[src/rtl/spi_stream_arbiter.sv]
// -----------------------------------------------------------------------------
// spi_stream_arbiter
//
// Round-robin arbiter that merges NUM_REQ val/rdy requester streams into the
// single response stream feeding the SPI adapter's push interface. Each
// accepted payload is tagged with its source index and held in a one-entry
// output buffer. A per-requester enable mask removes requesters from
// arbitration without disturbing data already buffered.
//
// Ports:
//   clk        system clock, rising edge
//   reset      synchronous active-low reset (0 = reset)
//   en_mask    per-requester arbitration enable
//   recv_val   per-requester valid
//   recv_rdy   per-requester ready, one-hot or zero
//   recv_msg   packed payloads, requester i at [i*DATA_W +: DATA_W]
//   send_val   output buffer holds a message
//   send_rdy   downstream ready
//   send_msg   {src_idx, payload}, source index in the MSBs
//   grant_idx  index of the most recently accepted requester (debug)
// -----------------------------------------------------------------------------
module spi_stream_arbiter #(
   parameter int  NUM_REQ = 4,
   parameter int  DATA_W  = 16,
   localparam int ADDR_W  = $clog2(NUM_REQ)
) (
   input  logic                      clk,
   input  logic                      reset,
   input  logic [NUM_REQ-1:0]        en_mask,
   input  logic [NUM_REQ-1:0]        recv_val,
   output logic [NUM_REQ-1:0]        recv_rdy,
   input  logic [NUM_REQ*DATA_W-1:0] recv_msg,
   output logic                      send_val,
   input  logic                      send_rdy,
   output logic [ADDR_W+DATA_W-1:0]  send_msg,
   output logic [ADDR_W-1:0]         grant_idx
);

   logic [NUM_REQ-1:0]       req_s;
   logic [ADDR_W-1:0]        win_s;
   logic [ADDR_W-1:0]        cand_s;
   int                       sum_s;
   logic                     free_s;
   logic                     accept_s;
   logic [DATA_W-1:0]        win_data_s;

   logic                     buf_full_r;
   logic [ADDR_W+DATA_W-1:0] buf_msg_r;
   logic [ADDR_W-1:0]        ptr_r;
   logic [ADDR_W-1:0]        grant_r;

   // Round-robin winner search starting at ptr_r.
   // Walking offsets from the far end back to zero lets the offset closest to
   // ptr_r overwrite later candidates, so it wins without a priority flag.
   always_comb begin
      req_s  = recv_val & en_mask;
      win_s  = '0;
      cand_s = '0;
      sum_s  = 0;
      for (int k = NUM_REQ - 1; k >= 0; k--) begin
         sum_s  = int'(ptr_r) + k;
         cand_s = (sum_s >= NUM_REQ) ? ADDR_W'(sum_s - NUM_REQ) : ADDR_W'(sum_s);
         win_s  = req_s[cand_s] ? cand_s : win_s;
      end
   end

   // Handshake decision and payload selection for the current winner.
   // The buffer is free when empty or when it drains this same cycle.
   always_comb begin
      free_s     = !buf_full_r || send_rdy;
      accept_s   = free_s && (req_s != '0) && reset;
      win_data_s = recv_msg[int'(win_s) * DATA_W +: DATA_W];
      if (accept_s) begin
         recv_rdy = {{(NUM_REQ-1){1'b0}}, 1'b1} << win_s;
      end else begin
         recv_rdy = '0;
      end
   end

   // Output buffer, round-robin pointer and debug grant registers.
   always_ff @(posedge clk) begin
      if (!reset) begin
         buf_full_r <= 1'b0;
         buf_msg_r  <= '0;
         ptr_r      <= '0;
         grant_r    <= '0;
      end else if (accept_s) begin
         // Accept wins over drain: a simultaneous drain just refills the buffer.
         buf_full_r <= 1'b1;
         buf_msg_r  <= {win_s, win_data_s};
         ptr_r      <= (win_s == ADDR_W'(NUM_REQ - 1)) ? '0 : win_s + ADDR_W'(1);
         grant_r    <= win_s;
      end else if (buf_full_r && send_rdy) begin
         buf_full_r <= 1'b0;
      end else begin
         buf_full_r <= buf_full_r;
      end
   end

   assign send_val  = buf_full_r;
   assign send_msg  = buf_msg_r;
   assign grant_idx = grant_r;

endmodule

[config.mk]
export PLATFORM = sky130hd
export DESIGN_NAME = spi_stream_arbiter
export DESIGN_NICKNAME = d
export VERILOG_FILES = /design/src/rtl/spi_stream_arbiter.sv
export SDC_FILE = /design/constraint.sdc
export NUM_CORES = 1
export LEC_CHECK = 0
export BUFFER_PORTS_ARGS = -buffer_cell sky130_fd_sc_hd__buf_2
export CAP_MARGIN = 20
export CELL_PAD_IN_SITES_DETAIL_PLACEMENT = 2
export CELL_PAD_IN_SITES_GLOBAL_PLACEMENT = 2
export CORE_MARGIN = 2
export CORE_UTILIZATION = 25
export DETAILED_ROUTE_END_ITERATION = 6
export GPL_TIMING_DRIVEN = 0
export PLACE_DENSITY_LB_ADDON = 0.25
export SYNTH_ARGS = -nofsm -noshare
export SYNTH_HDL_FRONTEND = slang
export SYNTH_SLANG_ARGS = --single-unit
export TNS_END_PERCENT = 20
[constraint.sdc]
create_clock -name clk -period 3 [get_ports clk]
set_input_delay 0.15 -clock clk [delete_from_list [all_inputs] [get_ports clk]]
set_output_delay 0.15 -clock clk [all_outputs]
set_load 0.01 [all_outputs]
Word-level counts from Yosys, hierarchy flattened
Index checks and enable logic that the tools add are counted.
- add/subtract/negate cells: 8
- magnitude comparators: 8
- eq/ne operators: 1
- shift operators: 2
- mux-type cells: 20
- bitwise gates (word level): 1
- reductions and logical operators: 7
- operator list (kind ; number):
    indexed part select 64 x 7 -> 16 bit ; 1
    2-to-1 mux 2 bit ; 9
    less-than comparator 2 x 3 -> 1 bit, second input constant ; 4
    greater-or-equal comparator 3 bit, second input constant ; 3
    binary-select mux 1 bit (select 2 bit) ; 4
    subtractor 2 x 1 -> 2 bit, second input constant ; 4
    adder 2 x 2 -> 3 bit, second input constant ; 2
    2-to-1 mux 1 bit ; 6
    AND 4 bit ; 1
    2-to-1 mux 4 bit ; 1
    nonzero test 4 bit ; 1
    << shifter 1 x 2 -> 4 bit, first input constant ; 1
    adder 2 x 1 -> 3 bit, second input constant ; 1
    greater-or-equal comparator 2 x 3 -> 1 bit, second input constant ; 1
    logical AND 1 bit ; 3
    adder 2 x 1 -> 2 bit, second input constant ; 1
    == test 2 bit, second input constant ; 1
    nonzero test 2 bit ; 1
    zero test 1 bit ; 1
    logical OR 1 bit ; 1
- bits in registers: 23
- bits of input ports: 75
- output and inout bits: 25
- logic and storage cells: 51

Logic depth before layout (Yosys ltp)
- word-level depth: 11
- depth in mapped cells: 11
- depth with buffers taken out: 7

Worst setup path before layout
OpenSTA, ideal clock, no wires.
- path type: register -> register
- start: reg ptr_r[1]
- end: reg ptr_r[0]
- setup time: 59 ps
- arrival time: 2361 ps
- data required time: 2941 ps
- setup slack: 579 ps
- cell stages (with the launch flop): 11
- clock period less this slack: 2421 ps
- cells stage by stage: dfxtp_1 and4b_1 buf_2 nor4_2 buf_6 mux2_4 buf_6 buf_8 ha_1 o31ai_2 and2_1
- cells in the longest elaborated chain, start to end: 11
- ends and longest elaborated chain (what ; line ; source):
    start: declaration ; 49 ; logic [ADDR_W-1:0] ptr_r;
    start signal: assignment ; 91 ; ptr_r <= (win_s == ADDR_W'(NUM_REQ - 1)) ? '0 : win_s + ADDR_W'(1);
    adder 2 x 2 -> 3 bit ; 61 ; sum_s = int'(ptr_r) + k;
    greater-or-equal comparator 3 bit or subtractor 2 x 1 -> 2 bit (tied branches) ; 62 ; cand_s = (sum_s >= NUM_REQ) ? ADDR_W'(sum_s - NUM_REQ) : ADDR_W'(sum_s);
    2-to-1 mux 2 bit ; 62 ;
    binary-select mux 1 bit (select 2 bit) ; 63 ; win_s = req_s[cand_s] ? cand_s : win_s;
    2-to-1 mux 1 bit (not written as such) ; 63 ;
    2-to-1 mux 2 bit (3 in a row) ; 63 ;
    2-to-1 mux 2 bit * ; 63 ;
    adder 2 x 1 -> 2 bit or == test 2 bit (tied branches) ; 91 ;
    2-to-1 mux 2 bit * ; 91 ;
Every way passes the cells marked *; elsewhere a longest branch is shown, timed or not. The select of a mux whose other input is x is not followed.
A chain may end at the register's enable or synchronous reset.

Final worst setup path
- start: reg ptr_r[0]
- end: out recv_rdy[3]
- cells in the longest elaborated chain, start to end: 11
- ends and longest elaborated chain (what ; line ; source):
    adder 2 x 2 -> 3 bit ; 61 ;
    greater-or-equal comparator 3 bit or subtractor 2 x 1 -> 2 bit (tied branches) ; 62 ;
    2-to-1 mux 2 bit ; 62 ;
    binary-select mux 1 bit (select 2 bit) ; 63 ;
    2-to-1 mux 1 bit (not written as such) ; 63 ;
    2-to-1 mux 2 bit (3 in a row) ; 63 ;
    2-to-1 mux 2 bit * ; 63 ;
    << shifter 1 x 2 -> 4 bit * ; 74 ; recv_rdy = {{(NUM_REQ-1){1'b0}}, 1'b1} << win_s;
    2-to-1 mux 4 bit * ; 73 ; if (accept_s) begin
    end: declaration ; 31 ; output logic [NUM_REQ-1:0] recv_rdy,
Marked as above.

==> qor.txt <==
# diodes - 0
Layout area overhead - 36.6%
Final Wtd Congestion - 0.758
sequential share of the synthesized area - 22.4%
fin util - 35.4%
antenna violations before repair - 0
most used cell, CP - buf_6
DRT iter0 DRCs - 21
# hold bufs at CTS - 0
die area - 8220 um2
later-pin clock latency in the skew report - 0.27 ns
placed wire-length estimate - 5430 um
root buffer cell - clkbuf_8
worst vdd ir - 161 uV
fin cells - 398
Static Leak - 1.28 nW
hold slack - 0.201 ns
met2 wire len - 3310 um
Logic pwr share - 47.2%
Final setup viols - 0
status - finished clean
compound-gate portion of the synthesized area - 23.1%
XOR/XNOR share of the synthesized area - 0%
port bufs - 98
Die Ht - 90.7 um
Fin. Hold Viols - 0
CP required - 2.85 ns
cells along the critical path - clkbuf_4 > nand4b_1 > o32ai_4 > nor4_4 > buf_6 > mux2_4 > buf_6 > buf_8 > ha_1 > and3_1 > buf_2
worst-path maximum fanout - 10
fin worst setup slack - 0.172 ns
post-layout min period - 2.83 ns
RSZ-0062 raised after global routing - no
post-synth cell types - 44
Slew Limit Headroom - 50.3%
critical path's slowest cell - nor4_4
top_reg_cell synth - dfxtp_1
placed insts - 392
CTS Sinks - 21
pin count of the biggest net entering global routing - 12
Post-synth EDFFs - 0
Netlist Area Pre-Place - 1880 um2
CTS tree - done
final instance area - 2560 um2
via count - 1973
vias in the first global route - 2123
WP buf/inv - 5
Cell Rows - 31
worst slack at placement - 0.214 ns
power per cell area - 403 nW/um2
drt first pass iters - 4
Simple-Gate Fraction of Synth Area - 15.4%
dpl cell area - 2490 um2
Final Net Count - 376
Routed Antenna Nets - 0
CTS clk-pin slew, worst paths - 0.09 ns
most common cell after layout, fill and taps aside - buf_2
Die X - 90.7 um
Slew Viols, Final - 0
Psw - 0.375 mW
# H-tree levels - 1
first-pass GRT wire length - 10800 um
setup TNS - 0 ns
Worst-Margin Slew - 0.743 ns
syn avg cell area - 9.63 um2
layout cells sized above 1 - 46.5%
CP Class - reg -> out
DR WL/cell - 16.7 um
Total GRT Usage - 16.0%
fmax - 354 MHz
num ports - 100
CP arrival - 2.68 ns
#FFs+latches synth - 21
post-synthesis mux area share - 32.6%
FFs w/ async S/R, synth - 0%
Tcrit/Tclk final - 94.3%
DR WL met3 - 311 um
met1 wire length - 2970 um
post-synthesis adder-cell area fraction - 0.666%
max incr delay on CP - 0.32 ns
Sw Share - 36.3%
total power - 1.03 mW
Max Clock Skew - 0.00877 ns
Initial Util - 25.9%
sequential share of power - 33.7%
cell internal pwr - 0.659 mW
cell count after synthesis - 195
Hold WC Path Type - in -> reg
Max-cap violations - 0
Syn Nets - 271
vias per inst - 4.96
# DRC - 0
main combinational cell family by area after synthesis - multiplexers
delay-heaviest family, CP - buffers and inverters
CTS Buffer Depth - 2
Highest Signal Layer - met4
Ys Warns - 0
WL final - 6660 um
Core ar. - 7250 um2
commonest non-fill, non-tap cells in the layout - buf_2, mux2i_1, dfxtp_1, nand2_1
crit start category - flip-flop
clock share of power - 19.1%
Setup crit end kind - primary output
gr ovfl total - 0
CTS Buf Count - 3
## cell usage after synthesis (2+ instances only)
cell type	count	area [um2]
nand3_1	2	10.0
o221a_2	5	56.3
o21ai_1	3	15.0
and2_1	4	25.0
or3_1	2	12.5
buf_2	3	15.0
and3_1	2	12.5
nor2b_1	3	18.8
mux2_2	6	67.6
a22oi_1	2	15.0
a2bb2oi_1	11	96.3
buf_6	3	33.8
nor2_1	3	11.3
o221ai_1	11	96.3
dfxtp_1	21	420
or2_2	5	31.3
clkbuf_1	6	22.5
buf_4	2	15.0
o21ai_0	7	35.0
o21a_1	2	15.0
nand2_1	17	63.8
mux2i_1	53	531
## path summary, 6_finish.rpt
kind / start / to / slack, ns / cells after the start
hold / removal: recv_msg[29] / send_msg[13] / 0.20 / 3
setup reg to reg: ptr_r[0] / ptr_r[0] / 0.45 / 11
setup / recovery: ptr_r[0] / recv_rdy[3] / 0.17 / 11
hold reg to reg: send_msg[16] / send_msg[16] / 0.48 / 2
## cell families after synthesis
family / after synthesis
simple gates: 47
buf+inv: 17
fa+ha+maj: 1
compound gates: 49
mux: 60
flops: 21
## power by group through the flow
stage	combinational [mW]	clock, mW	sequential (mW)
after floorplan	0.299	0	0.368
after global placement	0.478	0	0.353
after detailed placement	0.488	0	0.354
after CTS	0.489	0.209	0.348
after global routing	0.536	0.219	0.355
final	0.488	0.197	0.348
## sequential cells by signal (all words and copies together) (netlist names)
signal and flops:
ptr_r 2, send_msg 18, send_val 1
## area by class of cell
| cell class | instances | area (um2) |
|---|---|---|
| buffer | 16 | 108 |
| clock buffer | 4 | 45.0 |
| fill | 869 | 4690 |
| inverter | 1 | 3.75 |
| multi-input combinational | 157 | 1360 |
| sequential | 21 | 422 |
| tap | 99 | 124 |
| timing repair buffer | 100 | 505 |
## timing repair
item / in CTS / in global routing
setup buffers: 0 / 2
setup endpoints to repair: 0 / 2
resized for setup: 0 / 3
## worst reg2reg max path, cell delays in order, from the launching register on
cell and delay (ns):
dfxtp_1 0.31, clkbuf_4 0.19, nand4b_1 0.17, o32ai_4 0.16, nor4_4 0.32, buf_6 0.14
mux2_4 0.29, buf_6 0.16, buf_8 0.16, ha_1 0.21, o31ai_2 0.24, and2_1 0.15
## metal layers
metal / GRT usage [%] / up-vias
met2: 27.2 / 51
met4: 2.95 / 0
li1: - / 961
met1: 20.6 / 955
met3: 3.76 / 6
met5: 0 / -
Power figures use the tool's default switching activity.
